==> src/rtl/pam_modulator.sv <==
// Pulse-amplitude modulator: gates signed samples with a programmable pulse train,
// in natural (live sample) or flat-top (sample held from period start) mode.
module pam_modulator #(
    parameter int DATA_W = 16,
    parameter int CNT_W  = 8
) (
    input  logic              clk,
    input  logic              rst,
    input  logic              en,
    input  logic              mode,
    input  logic [CNT_W-1:0]  period_cfg,
    input  logic [CNT_W-1:0]  width_cfg,
    input  logic [DATA_W-1:0] sample_in,
    output logic [DATA_W-1:0] pam_out,
    output logic              pulse_out,
    output logic              frame_start
);

    localparam logic [CNT_W-1:0] PER_MIN = CNT_W'(2);

    logic [CNT_W-1:0]  cnt_q, cnt_d;
    logic [CNT_W-1:0]  per_sh_q, per_sh_d;
    logic [CNT_W-1:0]  wid_sh_q, wid_sh_d;
    logic [DATA_W-1:0] hold_q, hold_d;
    logic [DATA_W-1:0] pam_out_q, pam_out_d;
    logic              pulse_q, pulse_d;
    logic              frame_q, frame_d;

    logic              at_zero;
    logic              start;
    logic [CNT_W-1:0]  per_clamp;
    logic [CNT_W-1:0]  wid_clamp;
    logic [CNT_W-1:0]  per_eff;
    logic [CNT_W-1:0]  wid_eff;

    always_comb begin
        at_zero   = (cnt_q == '0);
        start     = en && at_zero;
        per_clamp = (period_cfg < PER_MIN) ? PER_MIN : period_cfg;
        wid_clamp = (width_cfg < per_clamp) ? width_cfg : per_clamp;
        // At cnt==0 the fresh config governs the period that is starting now.
        per_eff   = at_zero ? per_clamp : per_sh_q;
        wid_eff   = at_zero ? wid_clamp : wid_sh_q;

        cnt_d     = cnt_q;
        per_sh_d  = per_sh_q;
        wid_sh_d  = wid_sh_q;
        hold_d    = hold_q;
        pam_out_d = '0;
        pulse_d   = 1'b0;
        frame_d   = 1'b0;

        if (!en) begin
            cnt_d = '0;
        end else begin
            cnt_d   = (cnt_q == per_eff - CNT_W'(1)) ? '0 : cnt_q + CNT_W'(1);
            pulse_d = (cnt_q < wid_eff);
            if (start) begin
                per_sh_d = per_clamp;
                wid_sh_d = wid_clamp;
                hold_d   = sample_in;
                frame_d  = 1'b1;
            end
            if (pulse_d) begin
                if (!mode || at_zero) begin
                    pam_out_d = sample_in;
                end else begin
                    pam_out_d = hold_q;
                end
            end
        end
    end

    always_ff @(posedge clk or negedge rst) begin
        if (!rst) begin
            cnt_q     <= '0;
            per_sh_q  <= PER_MIN;
            wid_sh_q  <= '0;
            hold_q    <= '0;
            pam_out_q <= '0;
            pulse_q   <= 1'b0;
            frame_q   <= 1'b0;
        end else begin
            cnt_q     <= cnt_d;
            per_sh_q  <= per_sh_d;
            wid_sh_q  <= wid_sh_d;
            hold_q    <= hold_d;
            pam_out_q <= pam_out_d;
            pulse_q   <= pulse_d;
            frame_q   <= frame_d;
        end
    end

    assign pam_out     = pam_out_q;
    assign pulse_out   = pulse_q;
    assign frame_start = frame_q;

endmodule
==> config.mk <==
export PLATFORM = sky130hd
export DESIGN_NAME = pam_modulator
export DESIGN_NICKNAME = d
export VERILOG_FILES = /design/src/rtl/pam_modulator.sv
export SDC_FILE = /design/constraint.sdc
export NUM_CORES = 1
export LEC_CHECK = 0
export BUFFER_PORTS_ARGS = -buffer_cell sky130_fd_sc_hd__buf_2
export CAP_MARGIN = 20
export CORE_MARGIN = 1.5
export CORE_UTILIZATION = 40
export CTS_CLUSTER_SIZE = 20
export DETAILED_ROUTE_END_ITERATION = 8
export PLACE_DENSITY = 0.61
export SLEW_MARGIN = 20
export SYNTH_ARGS = -nofsm -noshare
export SYNTH_HDL_FRONTEND = slang
export SYNTH_SLANG_ARGS = --single-unit
export TNS_END_PERCENT = 30
==> constraint.sdc <==
create_clock -name clk -period 6.1 [get_ports clk]
set_clock_uncertainty 0.05 [all_clocks]
set_input_delay 0.305 -clock clk [delete_from_list [all_inputs] [get_ports clk]]
set_output_delay 0.305 -clock clk [all_outputs]
set_load 0.05 [all_outputs]
After elaboration in Yosys (flattened, before gate mapping) --
Index checks and enable logic that the tools add are counted.
Storage, ports and cells: output and inout bits 18, input port bits 36, register bits after elaboration 58
Operators by class: reductions and logical operators 5, add/subtract/negate cells 2, mux-type cells 12, magnitude comparators 3, eq/ne operators 1
Operators by type and width (count):
- 16-bit two-way mux | 3
- 8-bit two-way mux | 6
- 8-bit < comparator | 2
- 8-bit by 1-bit adder with 8-bit output (second input constant) | 1
- 8-bit equality test | 1
- 8-bit logical NOT | 1
- 8-bit by 2-bit < comparator with 1-bit output (second input constant) | 1
- 8-bit by 1-bit subtractor with 8-bit output (second input constant) | 1
- 1-bit two-way mux | 3
- 2-bit AND reduction | 1
- 1-bit logical AND | 1
- 1-bit logical NOT | 1
- 1-bit logical OR | 1

Longest topological paths before layout --
depth after elaboration 8, mapped depth 17, depth with buffers taken out 16

Least setup slack after synthesis --
OpenSTA, ideal clock, no wires.
path type in2reg, start input port period_cfg[6], end register pam_out_q[10], in the netlist pam_out[10], path buffers 1, arrival time 3.474 ns, stages on the path 17, required time 5.972 ns, slack 2.498 ns, cell sequence nor4_1 -> a21oi_1 -> ha_1 -> a21o_1 -> a21oi_1 -> o221ai_1 -> nor2_1 -> mux2i_1 -> nor2_1 -> a21oi_1 -> ha_1 -> a211oi_1 -> nand2_1 -> nand2_1 -> nand4_1 -> clkbuf_1 -> a21oi_1
On the way: cells in the longest elaborated chain, start to end 8
Ends and longest elaborated chain:
- from (decl) | RTL line 11 | input logic [CNT_W-1:0] period_cfg,
- 8-bit by 2-bit < comparator with 1-bit output | RTL line 39 | per_clamp = (period_cfg < PER_MIN) ? PER_MIN : period_cfg;
- 8-bit two-way mux (*) | RTL line 39
- 8-bit < comparator | RTL line 40 | wid_clamp = (width_cfg < per_clamp) ? width_cfg : per_clamp;
- 8-bit two-way mux (*) | RTL line 40
- 8-bit two-way mux (*) | RTL line 43 | wid_eff = at_zero ? wid_clamp : wid_sh_q;
- 8-bit < comparator (*) | RTL line 57 | pulse_d = (cnt_q < wid_eff);
- 16-bit two-way mux (*) | RTL line 64 | if (pulse_d) begin
- 16-bit two-way mux (*) | RTL line 53 | if (!en) begin
- via pam_out_d[10] | RTL line 25 | logic [DATA_W-1:0] pam_out_q, pam_out_d;
- to (signal assigned) | RTL line 88 | pam_out_q <= pam_out_d;
- to (decl) | RTL line 25
The timed path passes the listed nets; every way through them passes the cells marked *. A chain may end at the register's enable or synchronous reset.

Worst setup path after layout --
start input port period_cfg[6], end register pam_out_q[13], in the netlist pam_out[13]
The elaborated chain is that of the path after synthesis.

==> reports/results.txt <==
Resize count post-CTS: 0
Cell Area, Synth: 3280 um2
# rows: 32
RSZ-0062 raised after global routing: no
Crit Path Max Fanout: 17
Post-synth EDFFs: 0
CP arrival: 4500 ps
First-pass GRT wire length: 12,900 um
R2R Path Start: cnt_q[0]$_DFF_PN0_
Final setup TNS: 0 ps
Combinational Power Share: 0.313
Final setup violation count: 0
DIE WIDTH: 93.6 um
Synthesized Nets: 398
Headroom to the max-slew limit: 0.475
Worst Setup Slack, final: 1780 ps
Final RePlAce weighted congestion: 0.869
Sequential area share after synthesis: 0.442
Pre-CTS setup slack: 1490 ps
Leak: 0.00183 uW
N_diodes: 0
Hpwl dp: 5470 um
Final period utilization: 0.709
WL per Instance: 15.5 um
Reg2Reg Depth: 12
Clock tree sinks: 58
Final min period: 4320 ps
Grt total ovfl: 0
Max Cap Viol: 0
RR Endpoint: pam_out[13]$_DFF_PN0_
DR vias: 2,700
Die ar.: 8760 um2
CP Data Required Time: 6280 ps
Initial core utilization: 0.418
CP Cell Sequence: buf_2 > nor4_1 > a21oi_1 > ha_1 > a21o_1 > a21oi_1 > o221ai_1 > nor2_1 > mux2i_1 > nor2_1 > a21oi_1 > ha_1 > a211oi_1 > nand2_1 > nand2_1 > nand4_1 > a21oi_1
GRT Total Usage: 0.194
Net count, final: 447
Most frequent cells in the layout: dfrtp_1, buf_2, nand2_1
Psw: 460 uW
Outcome: completed
Drt pass-1 iters: 4
Max Root-Sink Buffers: 2
Max-slew violations: 0
H-tree levels: 3
Int Pwr: 870 uW
Post-route ant nets: 0
Pwr per Cell Area: 347 nW/um2
Vias in the first global route: 2,615
Clock power frac: 0.296
Setup CP Type: primary input to flip-flop
Root Buffer: clkbuf_8
Synth Warn #: 0
Mean Syn Cell Area: 9.52 um2
Max IR drop VDD: 0.122 mV
Largest stage delay, worst path: 610 ps
Worst reg2reg setup slack: 2110 ps
Least-Margin Pin Slew: 786 ps
Startpoint types: primary input
Most common cell after layout, fill and taps aside: dfrtp_1
Sw Ratio: 0.346
Setup fix buffers added after clock tree synthesis: 0
Drt via density: 5.39
Skew-Pair Late Insertion Delay: 340 ps
Area delta synth->final: 16.8%
Synthesized flop and latch total: 58
Share of layout cells above drive strength 1: 0.246
Critical path's most frequent cell: a21oi_1
I/O Pins: 54
Worst Hold Class: primary input to asynchronous set/reset pin
Worst-path clk slew: 70 ps
IO Port Bufs: 53
CTS tree: yes
Max Clock Freq: 231 MHz
Post-synth cell types: 40
CP top delay family: simple AND/OR/NAND/NOR gates
Ys flop type: dfrtp_1
Largest net degree at the start of global routing: 59
# hold bufs at CTS: 0
Starting DRT DRC Count: 139
Share of synthesized registers carrying an async set or reset: 1.00
Die H: 93.6 um
Flop pwr share: 0.392
Final Hold Viols: 0
Antenna violations before repair: 0
Final WL: 7760 um
Cells after Synth: 345
Worst Setup End Kind: flip-flop
Core Region: 7850 um2
CTS Buf Count: 9
CP bufs+invs: 1
Drt drc: 0
Crit-path slowest cell: nand4_1
through the flow:
stage	cells	hold WS (ps)	area [um2]	power, uW	utilization
floorplan	345	-40.6	3280	839	-
global placement	485	414	3610	935	0.461
detailed placement	485	421	3610	943	0.461
CTS	501	98.8	3830	1340	0.489
global route	501	121	3830	1420	0.489
finish	501	56.3	3830	1330	0.489
cell families after synthesis:
group                      share of synthesized area
adders and majority gates                     0.0648
and+or+nand+nor                                0.183
muxes                                         0.0793
xor gates and xnor gates                      0.0293
buffers and inverters                         0.0427
DFF                                            0.442
AOI/OAI and AO/OA                              0.159
metal layers:
metal / global-route usage / routed length [um]
met3: 0.0431 / 294
met2: 0.296 / 3590
met4: 0.0709 / 125
met1: 0.268 / 3740
met5: 0 / 0
Yosys cell counts, types with 2 or more instances:
master	count	area share
nor2b_1	3	0.0057
a21o_1	2	0.0046
mux2_2	16	0.055
inv_1	15	0.017
and3_1	2	0.0038
o21a_1	5	0.011
or3_1	2	0.0038
o31ai_1	5	0.011
mux2i_1	8	0.024
buf_6	2	0.0069
a21oi_1	32	0.049
xnor2_1	6	0.016
nand4_1	3	0.0057
nor4_1	3	0.0057
o21ai_0	24	0.037
nor3_1	9	0.014
nand3_1	21	0.032
clkbuf_1	15	0.017
nand2_1	42	0.048
a21boi_0	6	0.014
a211oi_1	4	0.0091
ha_1	17	0.065
nor3_2	2	0.0061
a31oi_1	2	0.0038
nor2_1	22	0.025
nor4b_4	2	0.014
nor3b_1	2	0.0046
dfrtp_1	57	0.43
xor2_1	5	0.013
area by class of cell:
type	count	area (um2)
flip-flops and latches	58	1450
clock buffers	11	141
multi-input cells	254	1690
well taps	102	128
clock inverters	5	77.6
inverters	15	56.3
fillers	773	4010
repair buffers	56	288
worst max path at each step:
stage                  startpoint                    end  slack [ps]  cells after the start
floorplan           period_cfg[6]  pam_out[10]$_DFF_PN0_        2500                     17
global placement    period_cfg[6]   pam_out[1]$_DFF_PN0_        1580                     17
detailed placement  period_cfg[6]   pam_out[6]$_DFF_PN0_        1490                     17
CTS                 period_cfg[6]  pam_out[13]$_DFF_PN0_        1800                     17
global route        period_cfg[6]  pam_out[13]$_DFF_PN0_        1370                     17
finish              period_cfg[6]  pam_out[13]$_DFF_PN0_        1780                     17
registers in the layout (all words and copies together) (netlist names):
name	cells
wid_sh_q	8
pulse_out	1
frame_start	1
hold_q	16
per_sh_q	8
pam_out	16
cnt_q	8
power groups by stage:
stage          logic, uW  clock network [uW]  registers, uW
4_1_cts              418                 402            520
3_5_place_dp         416                   0            527
2_1_floorplan        265                   0            574
6_report             416                 393            521
3_3_place_gp         411                   0            524
5_1_grt              463                 424            532
(Power assumes the default switching activity.)
